### src/rtl/timer_pkg.sv
// Shared register map, CTRL field layout and helpers for the multi-channel timer.
package timer_pkg;

    localparam int unsigned APB_AW = 12;
    localparam int unsigned APB_DW = 32;
    localparam int unsigned APB_SW = APB_DW / 8;

    localparam logic [3:0] OFS_CTRL = 4'h0;
    localparam logic [3:0] OFS_CMP  = 4'h4;
    localparam logic [3:0] OFS_CNT  = 4'h8;
    localparam logic [3:0] OFS_STAT = 4'hC;

    localparam logic [APB_AW-1:0] ADDR_INT_STAT = 12'h100;

    localparam int unsigned CTRL_EN       = 0;
    localparam int unsigned CTRL_DIV_EN   = 1;
    localparam int unsigned CTRL_DIV_LSB  = 4;
    localparam int unsigned CTRL_DIV_MSB  = 7;
    localparam int unsigned CTRL_MODE     = 8;
    localparam int unsigned CTRL_INT_EN   = 9;
    localparam int unsigned CTRL_DBG_HALT = 10;

    typedef enum logic {
        MODE_PERIODIC = 1'b0,
        MODE_ONESHOT  = 1'b1
    } mode_e;

    typedef struct packed {
        logic       dbg_halt;
        logic       int_en;
        mode_e      mode;
        logic [3:0] div_val;
        logic       div_en;
        logic       en;
    } ctrl_t;

    // CTRL register image; reserved bits read as zero.
    function automatic logic [APB_DW-1:0] ctrl_to_word(input ctrl_t c);
        logic [APB_DW-1:0] w;
        w = '0;
        w[CTRL_EN]                   = c.en;
        w[CTRL_DIV_EN]               = c.div_en;
        w[CTRL_DIV_MSB:CTRL_DIV_LSB] = c.div_val;
        w[CTRL_MODE]                 = c.mode;
        w[CTRL_INT_EN]               = c.int_en;
        w[CTRL_DBG_HALT]             = c.dbg_halt;
        return w;
    endfunction

    function automatic logic [APB_DW-1:0] merge_bytes(input logic [APB_DW-1:0] old,
                                                      input logic [APB_DW-1:0] wdata,
                                                      input logic [APB_SW-1:0] strb);
        logic [APB_DW-1:0] r;
        r = old;
        for (int i = 0; i < int'(APB_SW); i++) begin
            if (strb[i]) r[8*i +: 8] = wdata[8*i +: 8];
        end
        return r;
    endfunction

endpackage

### src/rtl/timer_mch_if.sv
// APB slave bus of the multi-channel timer.
interface timer_mch_if;
    import timer_pkg::*;

    logic              tim_psel;
    logic              tim_penable;
    logic              tim_pwrite;
    logic [APB_AW-1:0] tim_paddr;
    logic [APB_DW-1:0] tim_pwdata;
    logic [APB_SW-1:0] tim_pstrb;
    logic [APB_DW-1:0] tim_prdata;
    logic              tim_pready;
    logic              tim_pslverr;

    modport master (
        output tim_psel, tim_penable, tim_pwrite, tim_paddr, tim_pwdata, tim_pstrb,
        input  tim_prdata, tim_pready, tim_pslverr
    );

    modport slave (
        input  tim_psel, tim_penable, tim_pwrite, tim_paddr, tim_pwdata, tim_pstrb,
        output tim_prdata, tim_pready, tim_pslverr
    );

endinterface

### src/rtl/timer_chan.sv
// One timer channel: prescaler, counter, compare, sticky match flag.
module timer_chan
    import timer_pkg::*;
#(
    parameter int unsigned CNT_W = 32
) (
    input  logic              clk,
    input  logic              rst,
    input  logic              dbg_mode,
    input  logic              wr_ctrl,
    input  logic              wr_cmp,
    input  logic              wr_cnt,
    input  logic              wr_stat,
    input  logic [APB_DW-1:0] wdata,
    input  logic [APB_SW-1:0] strb,
    output ctrl_t             ctrl,
    output logic [CNT_W-1:0]  cmp,
    output logic [CNT_W-1:0]  cnt,
    output logic              flag,
    output logic              irq_c
);

    logic [3:0]        presc;
    logic [3:0]        presc_nxt;
    ctrl_t             ctrl_nxt;
    logic [CNT_W-1:0]  cmp_nxt;
    logic [CNT_W-1:0]  cnt_nxt;
    logic              flag_nxt;
    logic [APB_DW-1:0] ctrl_w;
    logic [APB_DW-1:0] cmp_w;
    logic [APB_DW-1:0] cnt_w;
    logic              active;
    logic              tick;
    logic              unused_wbits;

    assign ctrl_w       = merge_bytes(ctrl_to_word(ctrl), wdata, strb);
    assign cmp_w        = merge_bytes(APB_DW'(cmp), wdata, strb);
    assign cnt_w        = merge_bytes(APB_DW'(cnt), wdata, strb);
    assign unused_wbits = ^{ctrl_w, cmp_w, cnt_w};

    assign active = ctrl.en & ~(dbg_mode & ctrl.dbg_halt);
    assign tick   = active & (~ctrl.div_en | (presc >= ctrl.div_val));
    assign irq_c  = flag & ctrl.int_en;

    // Software CNT write beats the tick; a match beats a same-cycle W1C.
    always_comb begin
        ctrl_nxt  = ctrl;
        cmp_nxt   = cmp;
        cnt_nxt   = cnt;
        presc_nxt = presc;
        flag_nxt  = flag;

        if (wr_ctrl) begin
            ctrl_nxt.en       = ctrl_w[CTRL_EN];
            ctrl_nxt.div_en   = ctrl_w[CTRL_DIV_EN];
            ctrl_nxt.div_val  = ctrl_w[CTRL_DIV_MSB:CTRL_DIV_LSB];
            ctrl_nxt.mode     = mode_e'(ctrl_w[CTRL_MODE]);
            ctrl_nxt.int_en   = ctrl_w[CTRL_INT_EN];
            ctrl_nxt.dbg_halt = ctrl_w[CTRL_DBG_HALT];
        end
        if (wr_cmp) cmp_nxt = CNT_W'(cmp_w);
        if (wr_stat && strb[0] && wdata[0]) flag_nxt = 1'b0;

        if (wr_cnt) begin
            cnt_nxt   = CNT_W'(cnt_w);
            presc_nxt = '0;
        end else if (active) begin
            if (ctrl.div_en) presc_nxt = tick ? 4'd0 : presc + 4'd1;
            if (tick) begin
                if (cnt == cmp) begin
                    cnt_nxt  = '0;
                    flag_nxt = 1'b1;
                    if (ctrl.mode == MODE_ONESHOT) ctrl_nxt.en = 1'b0;
                end else begin
                    cnt_nxt = cnt + CNT_W'(1);
                end
            end
        end

        // A stopped or undivided channel restarts with a full prescaler period.
        if (!ctrl_nxt.en || !ctrl_nxt.div_en) presc_nxt = '0;
    end

    always_ff @(posedge clk) begin
        if (rst) begin
            ctrl  <= '0;
            cmp   <= '0;
            cnt   <= '0;
            presc <= '0;
            flag  <= 1'b0;
        end else begin
            ctrl  <= ctrl_nxt;
            cmp   <= cmp_nxt;
            cnt   <= cnt_nxt;
            presc <= presc_nxt;
            flag  <= flag_nxt;
        end
    end

endmodule

### src/rtl/timer_mch.sv
// Multi-channel APB timer: address decode, read mux, registered interrupts.
module timer_mch
    import timer_pkg::*;
#(
    parameter int unsigned NUM_CH = 4,
    parameter int unsigned CNT_W  = 32
) (
    input  logic              sys_clk,
    input  logic              sys_rst,
    timer_mch_if.slave        apb,
    input  logic              dbg_mode,
    output logic [NUM_CH-1:0] tim_int,
    output logic              tim_int_any
);

    logic              access;
    logic              hit_chan;
    logic              hit_int;
    logic              err;
    logic              wr_ok;
    logic              rd_ok;
    logic [3:0]        ch_idx;
    logic [3:0]        offs;
    logic [APB_DW-1:0] rdata;

    ctrl_t             ch_ctrl [NUM_CH];
    logic [CNT_W-1:0]  ch_cmp  [NUM_CH];
    logic [CNT_W-1:0]  ch_cnt  [NUM_CH];
    logic [NUM_CH-1:0] flags;
    logic [NUM_CH-1:0] irq_c;

    assign ch_idx   = apb.tim_paddr[7:4];
    assign offs     = apb.tim_paddr[3:0];
    assign access   = apb.tim_psel & apb.tim_penable;
    assign hit_int  = (apb.tim_paddr == ADDR_INT_STAT);
    assign hit_chan = (apb.tim_paddr[11:8] == 4'h0) && ({28'h0, ch_idx} < NUM_CH)
                      && (apb.tim_paddr[1:0] == 2'b00);
    assign err      = access & ~(hit_chan | (hit_int & ~apb.tim_pwrite));
    assign wr_ok    = access & apb.tim_pwrite & hit_chan;
    assign rd_ok    = access & ~apb.tim_pwrite & (hit_chan | hit_int) & ~sys_rst;

    assign apb.tim_pready  = apb.tim_psel;
    assign apb.tim_pslverr = err & ~sys_rst;
    assign apb.tim_prdata  = rdata;

    for (genvar n = 0; n < NUM_CH; n++) begin : g_chan
        logic sel;
        assign sel = wr_ok && (ch_idx == 4'(n));

        timer_chan #(.CNT_W(CNT_W)) u_chan (
            .clk      (sys_clk),
            .rst      (sys_rst),
            .dbg_mode (dbg_mode),
            .wr_ctrl  (sel && (offs == OFS_CTRL)),
            .wr_cmp   (sel && (offs == OFS_CMP)),
            .wr_cnt   (sel && (offs == OFS_CNT)),
            .wr_stat  (sel && (offs == OFS_STAT)),
            .wdata    (apb.tim_pwdata),
            .strb     (apb.tim_pstrb),
            .ctrl     (ch_ctrl[n]),
            .cmp      (ch_cmp[n]),
            .cnt      (ch_cnt[n]),
            .flag     (flags[n]),
            .irq_c    (irq_c[n])
        );
    end

    always_comb begin
        rdata = '0;
        if (rd_ok) begin
            if (hit_int) begin
                rdata = APB_DW'(flags);
            end else begin
                for (int unsigned n = 0; n < NUM_CH; n++) begin
                    if (ch_idx == 4'(n)) begin
                        case (offs)
                            OFS_CTRL: rdata = ctrl_to_word(ch_ctrl[n]);
                            OFS_CMP:  rdata = APB_DW'(ch_cmp[n]);
                            OFS_CNT:  rdata = APB_DW'(ch_cnt[n]);
                            OFS_STAT: rdata = APB_DW'(flags[n]);
                            default:  rdata = '0;
                        endcase
                    end
                end
            end
        end
    end

    always_ff @(posedge sys_clk) begin
        if (sys_rst) begin
            tim_int     <= '0;
            tim_int_any <= 1'b0;
        end else begin
            tim_int     <= irq_c;
            tim_int_any <= |irq_c;
        end
    end

endmodule

### src/flat_wrapper.sv
// flat-port wrapper written by rule: the top's interface ports become plain ports
module timer_mch_flat import timer_pkg::*;
#(
    parameter int unsigned NUM_CH = 4,
    parameter int unsigned CNT_W  = 32
)
  (sys_clk, sys_rst, dbg_mode, tim_int, tim_int_any, apb_tim_psel, apb_tim_penable, apb_tim_pwrite, apb_tim_paddr, apb_tim_pwdata, apb_tim_pstrb, apb_tim_prdata, apb_tim_pready, apb_tim_pslverr);
  timer_mch_if apb_i ();
  input  logic sys_clk;
  input  logic sys_rst;
  input  logic dbg_mode;
  output logic [NUM_CH-1:0] tim_int;
  output logic tim_int_any;
  input wire logic [$bits(apb_i.tim_psel)-1:0] apb_tim_psel;
  input wire logic [$bits(apb_i.tim_penable)-1:0] apb_tim_penable;
  input wire logic [$bits(apb_i.tim_pwrite)-1:0] apb_tim_pwrite;
  input wire logic [$bits(apb_i.tim_paddr)-1:0] apb_tim_paddr;
  input wire logic [$bits(apb_i.tim_pwdata)-1:0] apb_tim_pwdata;
  input wire logic [$bits(apb_i.tim_pstrb)-1:0] apb_tim_pstrb;
  output wire logic [$bits(apb_i.tim_prdata)-1:0] apb_tim_prdata;
  output wire logic [$bits(apb_i.tim_pready)-1:0] apb_tim_pready;
  output wire logic [$bits(apb_i.tim_pslverr)-1:0] apb_tim_pslverr;
  assign apb_i.tim_psel = apb_tim_psel;
  assign apb_i.tim_penable = apb_tim_penable;
  assign apb_i.tim_pwrite = apb_tim_pwrite;
  assign apb_i.tim_paddr = apb_tim_paddr;
  assign apb_i.tim_pwdata = apb_tim_pwdata;
  assign apb_i.tim_pstrb = apb_tim_pstrb;
  assign apb_tim_prdata = apb_i.tim_prdata;
  assign apb_tim_pready = apb_i.tim_pready;
  assign apb_tim_pslverr = apb_i.tim_pslverr;
  timer_mch #(.NUM_CH(NUM_CH), .CNT_W(CNT_W)) u_core (.sys_clk(sys_clk), .sys_rst(sys_rst), .apb(apb_i), .dbg_mode(dbg_mode), .tim_int(tim_int), .tim_int_any(tim_int_any));
endmodule
### config.mk
export PLATFORM = sky130hd
export DESIGN_NAME = timer_mch_flat
export DESIGN_NICKNAME = d
export VERILOG_FILES = /design/src/rtl/timer_pkg.sv /design/src/rtl/timer_mch_if.sv /design/src/rtl/timer_chan.sv /design/src/rtl/timer_mch.sv /design/src/flat_wrapper.sv
export SDC_FILE = /design/constraint.sdc
export NUM_CORES = 1
export LEC_CHECK = 0
export CAP_MARGIN = 0
export CORE_MARGIN = 5
export CORE_UTILIZATION = 25
export CTS_BUF_LIST = sky130_fd_sc_hd__clkbuf_2
export CTS_CLUSTER_SIZE = 8
export DETAILED_ROUTE_END_ITERATION = 10
export PLACE_DENSITY = 0.4
export SYNTH_ARGS = -nofsm -noshare
export SYNTH_HDL_FRONTEND = slang
export SYNTH_SLANG_ARGS = --single-unit
### constraint.sdc
create_clock -name sys_clk -period 10.4 [get_ports sys_clk]
set_clock_uncertainty 0.05 [all_clocks]
set_input_delay 2.08 -clock sys_clk [delete_from_list [all_inputs] [get_ports sys_clk]]
set_output_delay 2.08 -clock sys_clk [all_outputs]
set_load 0.01 [all_outputs]
# Word-level counts from Yosys, hierarchy flattened
# Cells that the tools add are included.
# totals
mem_bits_ro	0
latchBits	0
mem_count	0
ramBits	0
input_bits	54
regBits	317
# op_classes
add_sub_neg	8
muxes	82
magnitude_cmp	5
bitwise	42
div_mod_pow	0
reduce_logical	103
mul	0
eq_ne	27
shift	0
# ops
operator	n
2-to-1 mux 32 bit	22
one-hot mux 32 bit (4 select lines)	4
adder 32 x 1 -> 32 bit (second input constant)	4
equality test 32 bit	4
AND reduction 2 bit	28
AND reduction 3 bit	16
2-to-1 mux 1 bit	40
2-to-1 mux 8 bit	4
inequality test 2 bit (second input constant)	16
logical AND 1 bit	30
bitwise AND 1 bit	25
adder 4 x 1 -> 4 bit (second input constant)	4
>= comparator 4 bit	4
2-to-1 mux 2 bit	8
2-to-1 mux 4 bit	4
nonzero test 2 bit	8
equality test 12 x 9 -> 1 bit (second input constant)	1
logical NOT 4 bit	3
OR reduction 3 bit	4
inverter 1 bit	11
equality test 4 x 2 -> 1 bit (second input constant)	2
equality test 4 bit (second input constant)	2
logical NOT 1 bit	8
bitwise OR 1 bit	6
other kinds (6)	9

# Longest topological paths before layout
# Gate-level depths: netlist of run 1.
# logic_depth
word_depth	15
ltp_mapped	11

# By module
# From an unflattened synthesis of run 1, not the netlist that was laid out.
# unflattened
cells_unflattened	2878
hier_area_um2	21290.4
# modules_own_cells
mod	n_inst	area_per_inst_um2	cells_per_inst
timer_chan	4	4596.9	608
timer_mch	1	2902.8	446

# Worst setup path after synthesis of run 1
# Ideal clock, no wire load.
# synth_timing
path_kind	input -> output
startpoint	in apb_tim_paddr[7]
endpoint	out apb_tim_prdata[10]
slack_ns	3.835
cell_stages	6
t_arrival_ns	4.435
n_path_buf	1
cell_sequence	or4_4 > or2_2 > a2111o_1 > or3_1 > buf_2 > a2111oi_0
# synth_between
elab_chain_len	7
elab_cells_between_ends	17
cone_classes	order compare (1); eq/ne (4); mux (6); bitwise (3); reduce/logical (3)
# synth_lines
item	line_no	rtl
start: declaration	flat_wrapper.sv:17	input wire logic [$bits(apb_i.tim_paddr)-1:0] apb_tim_paddr;
< comparator 4 x 3 -> 1 bit or logical NOT 4 bit (tied branches)	timer_mch.sv:36, timer_mch.sv:75	
logical AND 1 bit or 2-to-1 mux 32 bit (tied branches)	timer_mch.sv:36, timer_mch.sv:75	
logical AND 1 bit or 2-to-1 mux 32 bit (tied branches)	timer_mch.sv:37, timer_mch.sv:75	
bitwise OR 1 bit or 2-to-1 mux 32 bit (tied branches)	timer_mch.sv:40, timer_mch.sv:75	
bitwise AND 1 bit or 2-to-1 mux 32 bit (tied branches)	timer_mch.sv:40, timer_mch.sv:75	
bitwise AND 1 bit or 2-to-1 mux 32 bit (tied branches)	timer_mch.sv:40, timer_mch.sv:71	
2-to-1 mux 32 bit *	timer_mch.sv:70	if (rd_ok) begin
end: declaration	flat_wrapper.sv:20	output wire logic [$bits(apb_i.tim_prdata)-1:0] apb_tim_prdata;
# Mark *: on every way between the ends. The rest lies on a longest branch, timed or not.

# Worst setup path after layout of run 1
# layout_timing
startpoint	in apb_tim_paddr[3]
endpoint	out apb_tim_prdata[13]
# layout_between
elab_chain_len	8
elab_cells_between_ends	18
cone_classes	eq/ne (4); mux (10); bitwise (3); reduce/logical (1)
# layout_lines
item	line_no	rtl
equality test 4 bit (tied with other cells)	timer_mch.sv:76	case (offs)
one-hot mux 32 bit (4 select lines)	timer_mch.sv:76	
2-to-1 mux 32 bit (4 in a row)	timer_mch.sv:75	if (ch_idx == 4'(n)) begin
2-to-1 mux 32 bit	timer_mch.sv:71	if (hit_int) begin
2-to-1 mux 32 bit *	timer_mch.sv:70	
# Marked as above.

==> metrics, run 1 <==
Setup CP Type input pin to output pin; Power Dens Cells 103 nW/um2; leading area contributor after synthesis dfxtp_1; Top FF cell, synth dfxtp_1; Pleak 0.00676 uW; top cells by count, synth dfxtp_1, nand2_1, a21oi_1, nand3_1, clkbuf_1; register area 6350 um2; CTS tree yes; setup TNS 0 ps; GR Util met2 32.4%; top-area cell type share of the netlist area between 30% and 40%; clk_lat worst skew 1140 ps; footprint of the multi-input gates about 13000 um2; Setup crit end apb_tim_prdata[13]; per-cell routed wire length 25.9 um; P&R area growth vs syn 11.0%; DRT Wirelength 98.3 mm; Tot GR Track Use 21.4%; RSZ-0062 raised after global routing false; most common cell in the synthesized netlist dfxtp_1; Global Route met3 Usage 4.34%; maximum root-to-sink buffer count 3; worst slew pin tran 1390 ps; critical path capture point type output pin; first-pass GRT wire length 142 mm; Clock transition at path regs 90 ps; DIE HEIGHT 296 um; cts hold-fix bufs 0; Port-buffer cells just over 90; crit path from apb_tim_paddr[3]; synthesized net count ~2800; Max Cap Viol 0; DP HPWL about 70 mm; htree depth 3; initial antenna violation count 7; vias per cell roughly 5.8; Starting Density 25.1%; Hold Path Class register to register; Relative slew margins under 10%; global route hottest layer met2; Final min period 8830 ps; ratio of cells with drive above 1 in the final layout 9.13%; die area between 80000 and 90000 um2; outcome completed; Tot Pwr between 2000 and 2500 uW; post-synthesis cell count 2714; Hold Fails Final Rpt 0; via count 22174; CTS Sinks roughly 320; number of distinct library cells after synthesis 80; final worst-path cycle share a little over four fifths; Worst Setup Start Kind input pin; Final Setup Violations 0; met1 GRT Util a little under a third; antenna-violating nets left 0; VDD IR max 0.0548 mV; First-pass DRT Iterations 6; nets@finish 2733; die width 296 um; CTS resizes 0; Worst Path Arrival between 6000 and 7000 ps; Crit Path Max Fanout 28; largest net degree at the start of global routing 82; Reg2Reg Depth 6; clk root buf clkbuf_2; TritonCTS buffer count 93; top-level port count 93; RD Place Congestion roughly 0.9; syn_area_per_cell 7.55 um2; Area contributors post-synth dfxtp_1, xnor2_1, a21oi_1, nand2_1, nand3_1; Final Max Slew Viols 0; Worst R2R Start u_core.g_chan[0].u_chan.cnt[1]; # DRC 0; CP required 8270 ps; FF+latch count, synth around 320; CORE AREA 81700 um2; number of global-route vias before repair 20655; total congestion overflow 0; DRT iter0 DRCs 2689; YS warnings 0; R2R Path End u_core.g_chan[0].u_chan.presc[2]; ys async rst share 0%; # fillers ~9000; Rows 105; f_max 113 MHz; synthesized cell area 20500 um2; sequential fraction of the synthesis area just over 30%; EDFF count, synth 0; setup bufs post-CTS 0; setup slack, reg-to-reg 6840 ps
-- logic make-up (layout without fill, tap and decap cells) --
logic type	count (synthesis)	in the layout	share of synthesized area, %
AOI/OAI and AO/OA	808	808	27.0
xor gates and xnor gates	153	153	6.54
adders and majority gates	24	24	1.46
buffers and inverters	374	375	7.47
DFF	317	317	31.0
muxes	46	46	2.66
other	0	7	0
and+or+nand+nor	992	992	23.9
-- where the power goes --
part / total, uW / switching, uW / internal [uW] / leakage, uW
registers: 1210 / 0.00430 / 1210 / 0.00255
clock network: 971 / 607 / 365 / 0.000615
logic: 150 / 116 / 33.4 / 0.00359
-- metrics by stage --
step | setup WS (ps) | instances | area, um2 | util (%) | hold slack [ps]
3_5_place_dp | 1740 | 3630 | 22000 | 26.9 | 427
3_3_place_gp | 1770 | 3630 | 22000 | 26.9 | 416
4_1_cts | 1710 | 3785 | 22700 | 27.8 | 440
2_1_floorplan | 3830 | 2714 | 20500 | - | 388
6_report | 1570 | 3792 | 22700 | 27.8 | 441
5_1_grt | 1310 | 3790 | 22700 | 27.8 | 451
-- how the worst min path moves through the flow --
stage | from | end | slack (ps) | depth (start not counted)
floorplan | u_core.g_chan[0].u_chan.ctrl[7] | u_core.tim_int[0] | 390 | 2
global placement | u_core.g_chan[0].u_chan.ctrl[6] | u_core.g_chan[0].u_chan.ctrl[6] | 420 | 2
detailed placement | u_core.g_chan[3].u_chan.cmp[30] | u_core.g_chan[3].u_chan.cmp[30] | 430 | 2
CTS | u_core.g_chan[3].u_chan.cmp[20] | u_core.g_chan[3].u_chan.cmp[20] | 440 | 2
global route | u_core.g_chan[2].u_chan.cmp[13] | u_core.g_chan[2].u_chan.cmp[13] | 450 | 2
finish | u_core.g_chan[3].u_chan.cmp[20] | u_core.g_chan[3].u_chan.cmp[20] | 440 | 2
-- routing by layer --
layer  vias to the layer above  wire (um)
met5                         -         27
li1                      10010          -
met4                         4       3090
met1                     10913      45400
met3                       205       7710
met2                      1042      42100
-- registers in the layout (all words and copies together) (netlist names) --
register / flops
u_core.g_chan.u_chan.cmp: 128
u_core.g_chan.u_chan.cnt: 128
u_core.g_chan.u_chan.ctrl: 36
u_core.g_chan.u_chan.flag: 4
u_core.g_chan.u_chan.presc: 16
u_core.tim_int: 4
u_core.tim_int_any: 1
-- layout by cell type (no fill, tap or decap), types with 80 or more instances in the layout --
master,count
dfxtp_1,317
nand2_1,289
a21oi_1,247
xnor2_1,146
nand3_1,215
clkbuf_2,134
a22oi_1,140
nor2_1,121
clkdlybuf4s50_1,90
nor3_1,86
nand4_1,80
inv_1,87
-- worst max-delay path, cell delays in order --
cell and delay, ps:
clkdlybuf4s50_1 640, nor4_2 360, buf_4 300, nand3_1 130, a2111o_1 500, or3_1 840
nor4_1 1110, clkdlybuf4s50_1 710
-- layout make-up --
type	count	area share [%]
Timing Repair Buffer	132	5.42
Sequential cell	317	27.9
Multi-Input combinational cell	2023	55.9
Clock inverter	21	0.467
Antenna cell	7	0.0770
Tap cell	1070	5.88
Clock buffer	134	2.95
Inverter	88	1.45
No activity file was read; power rests on OpenSTA's default activity.
==> run 2: changes to the inputs <==
==> constraint.sdc (replaced) <==
create_clock -name sys_clk -period 8.8 [get_ports sys_clk]
set_clock_uncertainty 0.05 [all_clocks]
set_input_delay 1.76 -clock sys_clk [delete_from_list [all_inputs] [get_ports sys_clk]]
set_output_delay 1.76 -clock sys_clk [all_outputs]
set_load 0.01 [all_outputs]
==> run 2 against run 1 <==
Sequential power grew 18%. Design area grew 0.39%. Sequential cell count is the same. Setup slack lost 690 ps. Final cell count grew 0.26%. Utilization grew 0.11 points. Count of clock-buffer cells in the layout grew 1. Non-clock buffer count grew 14. Power grew 17%. Register-to-register slack lost 1500 ps. Clock power grew 14%.
==> metrics, run 2 (synthesized netlist as in run 1, its figures left out) <==
setup slack, reg-to-reg 5320 ps (-1520 ps); # fillers 8949 (-0.13%); Crit Path Max Fanout 28 (unchanged); Most common cell on crit path clkdlybuf4s50_1; Crit. path cell count 7 (-1); Final Max Slew Viols 0 (unchanged); Hold Fails Final Rpt 0 (unchanged); RD Place Congestion 0.934 (+3.2%); TritonCTS buffer count 95 (+2.2%); Reg2Reg Depth 6 (unchanged); total congestion overflow 0 (unchanged); Max Cap Viol 0 (unchanged); Clock transition at path regs 110 ps (+20 ps); nets@finish 2749 (+0.59%); # DRC 0 (unchanged); worst hold slack 439 ps (-2.02 ps); cts hold-fix bufs 0 (unchanged); Starting Density 25.1% (unchanged); CP required 6990 ps (-1280 ps); clk_lat worst skew 1160 ps (+20 ps); DIE HEIGHT 296 um (unchanged); per-cell routed wire length 25.6 um (-1.1%); Worst Path Arrival 6110 ps (-590 ps); Final Setup Violations 0 (unchanged); crit path cell chain clkdlybuf4s50_1 -> or4_4 -> or2_2 -> a2111o_1 -> or3_1 -> nor4_1 -> clkdlybuf4s50_1; worst slew pin tran 1290 ps (-99.0 ps); Worst Setup Start Kind input pin; die area 87800 um2 (unchanged); clk root buf clkbuf_2; Largest delay share family, worst path simple AND/OR/NAND/NOR gates; die width 296 um (unchanged); Final min period 7920 ps; CTS resizes 0 (unchanged); R2R Path End u_core.g_chan[0].u_chan.cnt[17]; final worst-path cycle share around nine tenths; Tot GR Track Use 21.5% (+0.049 points); most frequent cells in the layout dfxtp_1, nand2_1, a21oi_1; initial antenna violation count 6 (-1); ratio of cells with drive above 1 in the final layout 9.62% (+0.49 points); setup TNS 0 ps (unchanged); first-pass GRT wire length 143 mm (+0.81%); Power Dens Cells 119 nW/um2 (+16%); Setup CP Type input pin to output pin; final core utilization 27.9% (+0.11 points); CTS tree yes; Hold Path Class register to register; RSZ-0062 raised after global routing false; Buf+Inv Stages, Crit Path 2 (-1); Tot Pwr 2730 uW (+17%); maximum root-to-sink buffer count 3 (unchanged); CTS Sinks 317 (unchanged); DRT iter0 DRCs 2633 (-2.1%); largest net degree at the start of global routing 79 (-3.7%); Port-buffer cells 92 (unchanged); vias per cell 5.86 (+0.28%); commonest non-fill, non-tap cell in the layout dfxtp_1; VDD IR max 0.0603 mV (+10%); DP HPWL 69.5 mm (-0.78%); setup bufs post-CTS 0 (unchanged); Rows 105 (unchanged); outcome completed; CP peak stage delay 870 ps (-240 ps); f_max 126 MHz; CORE AREA 81700 um2 (unchanged); critical path capture point type output pin; Worst R2R Start u_core.g_chan[0].u_chan.cnt[1]; Pleak 0.00681 uW (+0.86%); htree depth 3 (unchanged); CP max-delay cell nor4_1; biggest regs u_core.g_chan.u_chan.cmp (128), u_core.g_chan.u_chan.cnt (128), u_core.g_chan.u_chan.ctrl (36); top-level port count 93 (unchanged); antenna-violating nets left 0 (unchanged); Relative slew margins 13.3% (+6.7 points); via count 22294 (+0.54%); number of global-route vias before repair 20869 (+1.0%); P&R area growth vs syn 11.4%; Setup crit end apb_tim_prdata[28]; First-pass DRT Iterations 6 (unchanged); DRT Wirelength 97.5 mm (-0.88%); crit path from apb_tim_paddr[7]
run 2: cell count changes in the layout (fill, tap and decap cells not counted), sizes merged:
cell	before	now
buf	42	56
clkinv	16	10
diode	7	9
bufinv	1	0
clkbuf	134	135
run 2: metal layers:
metal | track usage (%) | share of wire [%] | wire [um] | vias to the layer above
met4 | 5.98 | 2.9 | 2830 | 2
met1 | 31.7 | 47 | 45800 | 11128
li1 | - | - | - | 10023
met3 | 4.61 | 8.0 | 7800 | 176
met5 | 0 | 0.012 | 12 | -
met2 | 31.4 | 42 | 41000 | 965
run 2: metrics by stage:
| stage | worst slack [ps] | instance area (um2) | cells |
|---|---|---|---|
| 2_1_floorplan | 2870 | 20500 | 2714 |
| 3_3_place_gp | 1060 | 22100 | 3644 |
| 3_5_place_dp | 1100 | 22100 | 3644 |
| 4_1_cts | 1060 | 22800 | 3793 |
| 5_1_grt | 785 | 22800 | 3796 |
| 6_report | 882 | 22800 | 3802 |
run 2: worst min-delay path by stage:
stage | start | to | cells after the start | slack (ps)
after floorplan | u_core.g_chan[0].u_chan.ctrl[7] | u_core.tim_int[0] | 2 | 390
after global placement | u_core.g_chan[0].u_chan.ctrl[6] | u_core.g_chan[0].u_chan.ctrl[6] | 2 | 420
after detailed placement | u_core.g_chan[0].u_chan.ctrl[6] | u_core.g_chan[0].u_chan.ctrl[6] | 2 | 420
after CTS | u_core.g_chan[2].u_chan.cmp[30] | u_core.g_chan[2].u_chan.cmp[30] | 2 | 440
after global routing | u_core.g_chan[2].u_chan.cmp[30] | u_core.g_chan[2].u_chan.cmp[30] | 2 | 460
final | u_core.g_chan[0].u_chan.ctrl[6] | u_core.g_chan[0].u_chan.ctrl[6] | 2 | 440
run 2: power by group:
part,internal (uW),total (uW),leakage [uW],switching (uW)
combinational,41.5,184,0.00367,142
clock,401,1110,0.000596,711
sequential,1430,1430,0.00255,0.00453
total,1880,2730,0.00681,853
run 2: area by class of cell:
class                      count  area [um2]  area share, %
multi-input combinational   2023       12700           55.6
sequential                   317        6350           27.8
timing repair buffer         146        1360           5.97
tap                         1070        1340           5.86
clock buffer                 135         676           2.96
inverter                      88         330           1.45
clock inverter                14        53.8          0.236
antenna                        9        22.5         0.0986
run 2: tightest hold or removal path, cell delays in order (launching register included):
cell     delay, ps
dfxtp_1        320
o21ai_0         70
a21oi_1         60
